## src/rtl/retire_monitor.sv

```systemverilog
// rtl/retire_monitor.sv - run-control and retirement monitor beside cpu_top
// Optional stall watchdog: define RETIRE_MON_STALL_WDT_EN.
module retire_monitor #(
  parameter logic [31:0] HALT_PC     = 32'h000A00BC,
  parameter int unsigned MAX_CYCLES  = 500,
  parameter int unsigned STALL_LIMIT = 50
) (
  input  logic        clk,
  input  logic        rst_n,
  input  logic        en,
  input  logic        clr,
  input  logic [31:0] if_pc,
  input  logic        retire_valid,
  input  logic [31:0] retire_pc,
  input  logic        retire_we,
  input  logic [4:0]  retire_rd,
  input  logic [31:0] retire_data,
  output logic [2:0]  state,
  output logic [31:0] cycle_count,
  output logic [31:0] instret,
  output logic [31:0] last_retire_pc,
  output logic [4:0]  last_rd,
  output logic [31:0] last_data,
  output logic        done
);

  localparam logic [2:0] S_IDLE    = 3'd0;
  localparam logic [2:0] S_RUN     = 3'd1;
  localparam logic [2:0] S_HALTED  = 3'd2;
  localparam logic [2:0] S_TIMEOUT = 3'd3;
  localparam logic [2:0] S_STALLED = 3'd4;

  localparam logic [31:0] L_TIMEOUT_AT = 32'(MAX_CYCLES - 1);

  if (MAX_CYCLES < 1 || STALL_LIMIT < 1) begin : g_bad_params
    $error("retire_monitor: MAX_CYCLES and STALL_LIMIT must be >= 1");
  end

  function automatic logic [31:0] sat_inc(input logic [31:0] v);
    return (v == 32'hFFFFFFFF) ? v : v + 32'd1;
  endfunction

  logic [2:0]  r_state;
  logic [31:0] r_cycle_count;
  logic [31:0] r_instret;
  logic [31:0] r_last_retire_pc;
  logic [4:0]  r_last_rd;
  logic [31:0] r_last_data;
  logic        r_done;

  wire w_active  = (r_state == S_RUN) && en;
  wire w_halt    = (if_pc == HALT_PC);
  wire w_timeout = (r_cycle_count == L_TIMEOUT_AT);
  wire w_stall_hit;

`ifdef RETIRE_MON_STALL_WDT_EN
  localparam logic [31:0] L_STALL_AT = 32'(STALL_LIMIT - 1);

  logic [31:0] r_stall_cnt;
  logic [31:0] r_prev_pc;

  // A cycle is stalled when fetch has not moved and nothing retired.
  wire w_stall_cyc = (if_pc == r_prev_pc) && !retire_valid;
  assign w_stall_hit = w_stall_cyc && (r_stall_cnt == L_STALL_AT);

  always_ff @(posedge clk) begin
    if (!rst_n || clr) begin
      r_stall_cnt <= 32'd0;
      r_prev_pc   <= 32'd0;
    end else if (r_state == S_IDLE && en) begin
      r_prev_pc <= if_pc;
    end else if (w_active) begin
      r_stall_cnt <= w_stall_cyc ? sat_inc(r_stall_cnt) : 32'd0;
      r_prev_pc   <= if_pc;
    end
  end
`else
  assign w_stall_hit = 1'b0;
`endif

  always_ff @(posedge clk) begin
    if (!rst_n || clr) begin
      r_state          <= S_IDLE;
      r_cycle_count    <= 32'd0;
      r_instret        <= 32'd0;
      r_last_retire_pc <= 32'd0;
      r_last_rd        <= 5'd0;
      r_last_data      <= 32'd0;
      r_done           <= 1'b0;
    end else begin
      r_done <= 1'b0;
      case (r_state)
        S_IDLE: begin
          if (en) r_state <= S_RUN;
        end
        S_RUN: begin
          if (w_active) begin
            r_cycle_count <= sat_inc(r_cycle_count);
            if (retire_valid) begin
              r_instret        <= sat_inc(r_instret);
              r_last_retire_pc <= retire_pc;
              if (retire_we && retire_rd != 5'd0) begin
                r_last_rd   <= retire_rd;
                r_last_data <= retire_data;
              end
            end
            // Terminal checks use pre-increment counts; halt outranks stall outranks timeout.
            if (w_halt) begin
              r_state <= S_HALTED;
              r_done  <= 1'b1;
            end else if (w_stall_hit) begin
              r_state <= S_STALLED;
              r_done  <= 1'b1;
            end else if (w_timeout) begin
              r_state <= S_TIMEOUT;
              r_done  <= 1'b1;
            end
          end
        end
        default: ;
      endcase
    end
  end

  assign state          = r_state;
  assign cycle_count    = r_cycle_count;
  assign instret        = r_instret;
  assign last_retire_pc = r_last_retire_pc;
  assign last_rd        = r_last_rd;
  assign last_data      = r_last_data;
  assign done           = r_done;

endmodule

```

## config.mk

```make
export PLATFORM = sky130hd
export DESIGN_NAME = retire_monitor
export DESIGN_NICKNAME = d
export VERILOG_FILES = /design/src/rtl/retire_monitor.sv
export SDC_FILE = /design/constraint.sdc
export NUM_CORES = 1
export LEC_CHECK = 0
export ABC_AREA = 1
export CAP_MARGIN = 10
export CORE_UTILIZATION = 45
export DETAILED_ROUTE_END_ITERATION = 12
export DONT_BUFFER_PORTS = 1
export SLEW_MARGIN = 30
export SYNTH_ARGS = -nofsm -noshare
export SYNTH_HDL_FRONTEND = slang
export SYNTH_SLANG_ARGS = --single-unit
```

## constraint.sdc

```tcl
create_clock -name clk -period 2.2 [get_ports clk]
set_input_delay 0.66 -clock clk [delete_from_list [all_inputs] [get_ports clk]]
set_output_delay 0.66 -clock clk [all_outputs]
set_load 0.005 [all_outputs]
```

==> impl_metrics.py <==
metrics = {
    "run_status": {
        "status": "complete, no violations",
    },
    "synthesis": {
        "synth_seq_cells": 136,
        "synth-compound-area-share_pct": 10.9,
        "synth_fa_ha_area_share_pct": 0.355,
        "synth.avg_cell_area_um2": 6.51,
        "ys_types": 32,
        "syn_nets": 1192,
        "synth-edff-count": 0,
        "synth_simple_gate_area_share_pct": 40.5,
        "syn_inst": 1083,
        "synth_top_family_by_area": "simple AND/OR/NAND/NOR gates",
        "yosysSeqAreaShare_pct": 38.6,
        "yosysTopAreaCell": "dfxtp_1",
        "synth_top_area_share_pct": 38.6,
        "synthFlopType": "dfxtp_1",
        "syn_area_um2": 7050,
        "ys_async_sr_fraction_pct": 0,
        "yosysWarnings": 0,
        "synth_xor_area_share_pct": 2.36,
        "synthMuxAreaShare_pct": 0,
        "ys_top_cells_by_area": "dfxtp_1 39%, nand2_1 16%, nor2_1 14%",
    },
    "clocking": {
        "clk_pin_slew_ps": 60,
        "hold_buffers": 0,
        "cts_sinks": 136,
        "clk_latency_ps": 420,
        "cts_buffers": 17,
        "ctsRootBufferMaster": "clkbuf_16",
        "htree_levels": 4,
        "cts_buffer_depth": 2,
        "cts_tree": "done",
    },
    "detailed_routing": {
        "ant_nets": 0,
        "wirelength_mm": 19.9,
        "first_iter_violations": 426,
        "wl_per_cell_um": 15.1,
        "vias": 6696,
        "first_pass_iters": 5,
        "viasPerCell": 5.07,
        "drc_errors": 0,
    },
    "pwr": {
        "vdd_ir_drop_max_v": 0.000516,
        "power.density_nw_per_um2": 688,
        "total_power_w": 0.00546,
        "p_leak_nw": 2.87,
    },
    "floorplan": {
        "start_util_pct": 46.2,
        "die_h_um": 127,
        "rows": 45,
        "core_um2": 15300,
        "io_pins": 244,
        "die_x_um": 127,
        "dieArea_um2": 16200,
    },
    "global_route": {
        "grt_pass1_vias": 6311,
        "antenna_found_initial": 0,
        "grt_pass1_wl_mm": 31.9,
        "track_usage_pct": 25.1,
        "grt_overflow_total": 0,
        "grt_start_max_net_pins": 46,
    },
    "timing": {
        "slew_viol_final": 0,
        "post-route-period-util_pct": 86.0,
        "grt_setup_unrepaired": "no",
        "tightest_slew_ps": 655,
        "max_freq_mhz": 529,
        "maxSlewHeadroom_pct": 56.3,
        "hold_viol_final": 0,
        "skew_ps": 8.41,
        "hold_slack_ps": 374,
        "min_period_ps": 1890,
        "tns_ps": 0,
        "setup_viol": 0,
    },
    "placement": {
        "place.gp.congestion": 0.862,
        "portBuffers": 0,
        "dp_hpwl_mm": 14.8,
    },
    "cells_and_area": {
        "diodes": 0,
        "n_fill_cell": 1547,
        "area_growth_pct": 12.7,
        "layout-drive-gt1-share_pct": 11.8,
        "fin_nets": 1208,
    },
    "setup_path": {
        "crit_family": "simple AND/OR/NAND/NOR gates",
        "arrival_ps": 2250,
        "cp_slowest_stage_delay_ps": 500,
        "worstPathRequired_ps": 2560,
        "crit_chain": "ha_1 > nand2_2 > nor2_2 > nand2_1 > nor2_2 > nand2_1 > nand2_1 > nor2_2 > nand2_1 > a21oi_2",
        "crit_start": "instret[0]",
        "cpMaxStageDelayCell": "nor2_2",
        "cp_num_buf_inv": 0,
        "startpoint_type": "flop",
        "cpMostUsedCell": "nand2_1",
        "end_kind": "flop",
        "timing.rr.end": "instret[0]",
        "path_max_fanout": 15,
        "worstSetupPathType": "flop to flop",
        "r2r_setup_slack_ps": 310,
        "r2r_cells": 10,
        "r2r_start": "instret[0]",
    },
    "worst_hold_path": {
        "min_path_cells": 2,
        "hp-start": "retire_pc[20]",
        "hold_path_class": "input pin to flop",
        "min_to": "last_retire_pc[20]",
    },
    "flow_run": {
        "maxCapViolations": 0,
    },
}
==> worst max-delay path by stage <==
| stage | end | depth (start not counted) |
|---|---|---|
| final | instret[0] | 10 |
| after global routing | cycle_count[21] | 12 |
| after CTS | cycle_count[21] | 12 |
| after global placement | cycle_count[21] | 11 |
| after floorplan | cycle_count[10] | 6 |
| after detailed placement | cycle_count[21] | 11 |
==> sequential cells by signal, indices dropped and copies added, names as in the netlist <==
register / flops
last_data: 32
instret: 32
last_retire_pc: 32
last_rd: 5
done: 1
state: 2
cycle_count: 32
==> per-layer routing <==
metal  track usage, %  up-vias  part of all wire (%)
met4             10.6        0                   2.5
met2             42.7      202                    47
met5                0        -                     0
met1             28.9     3016                    43
li1                 -     3442                     -
met3             8.04       36                   7.0
==> synthesized netlist by cell type (2+ instances only) <==
cell type  number
ha_1            2
nand3b_1       11
buf_2           7
nand3_1        29
nand2_4         3
buf_6           9
clkbuf_1       21
nor2_4          4
nor2_2         12
o21ai_1         7
inv_2           3
inv_1          69
nor2_1        271
a21oi_2        24
nand2_2        10
a21oi_1        24
o21ai_0        79
nand4_1        16
dfxtp_1       136
xnor2_1         6
nand3_2         3
xor2_1         13
nand2_1       302
nor3_1         14
==> worst register-to-register path: stages (launching register included) <==
cell	delay, ps
dfxtp_1	310
ha_1	250
nand2_2	110
nor2_2	60
nand2_1	130
nor2_2	70
nand2_1	60
nand2_1	60
nor2_2	500
nand2_1	150
a21oi_2	140
==> cell families after synthesis <==
kind of cell	count (synthesis)
buf+inv	112
flops	136
compound gates	135
xor+xnor	19
other cells	1
fa+ha+maj	2
simple gates	678
==> cell usage in the layout, fill, tap and decap left out, drive strengths merged <==
master	netlist	routed
nor3	14	14
inv	72	76
nand2	316	316
clkinvlp	0	4
nand3	33	33
buf	19	37
clkinv	0	3
bufinv	0	2
xor2	13	13
nand4	16	16
conb	1	1
o21bai	1	1
clkbuf	21	17
ha	2	2
nand3b	11	11
nor2	288	288
xnor2	6	6
o21ai	86	86
a21oi	48	48
dfxtp	136	136
==> through the flow <==
stage / std cells / utilization [%] / cell area (µm²) / setup slack, ps
after floorplan: 1083 / - / 7050 / 445
after global placement: 1291 / 48.3 / 7370 / 278
after detailed placement: 1291 / 48.3 / 7370 / 255
after CTS: 1321 / 52.1 / 7940 / 240
after global routing: 1321 / 52.1 / 7950 / 73.5
final: 1321 / 52.1 / 7950 / 308
==> timing repair <==
item,CTS,global route
setup buffers,0,0
gates resized for setup,0,1
hold endpoints to repair,0,0
endpoints found under the setup margin,0,1
==> where the power goes <==
group | switching [W] | internal (W)
combinational | 0.000108 | 0.0000419
sequential | 0.00000901 | 0.00247
clock | 0.00116 | 0.00167
total | 0.00128 | 0.00419
==> cell type report <==
type | count | area, µm² | share of cell area, %
Multi-Input combinational cell | 835 | 3820 | 48.1
Sequential cell | 136 | 2720 | 34.3
Clock buffer | 17 | 425 | 5.35
Timing Repair Buffer | 37 | 294 | 3.70
Inverter | 72 | 270 | 3.40
Tap cell | 211 | 264 | 3.32
Clock inverter | 13 | 148 | 1.86
No activity file was read; power rests on OpenSTA's default activity.
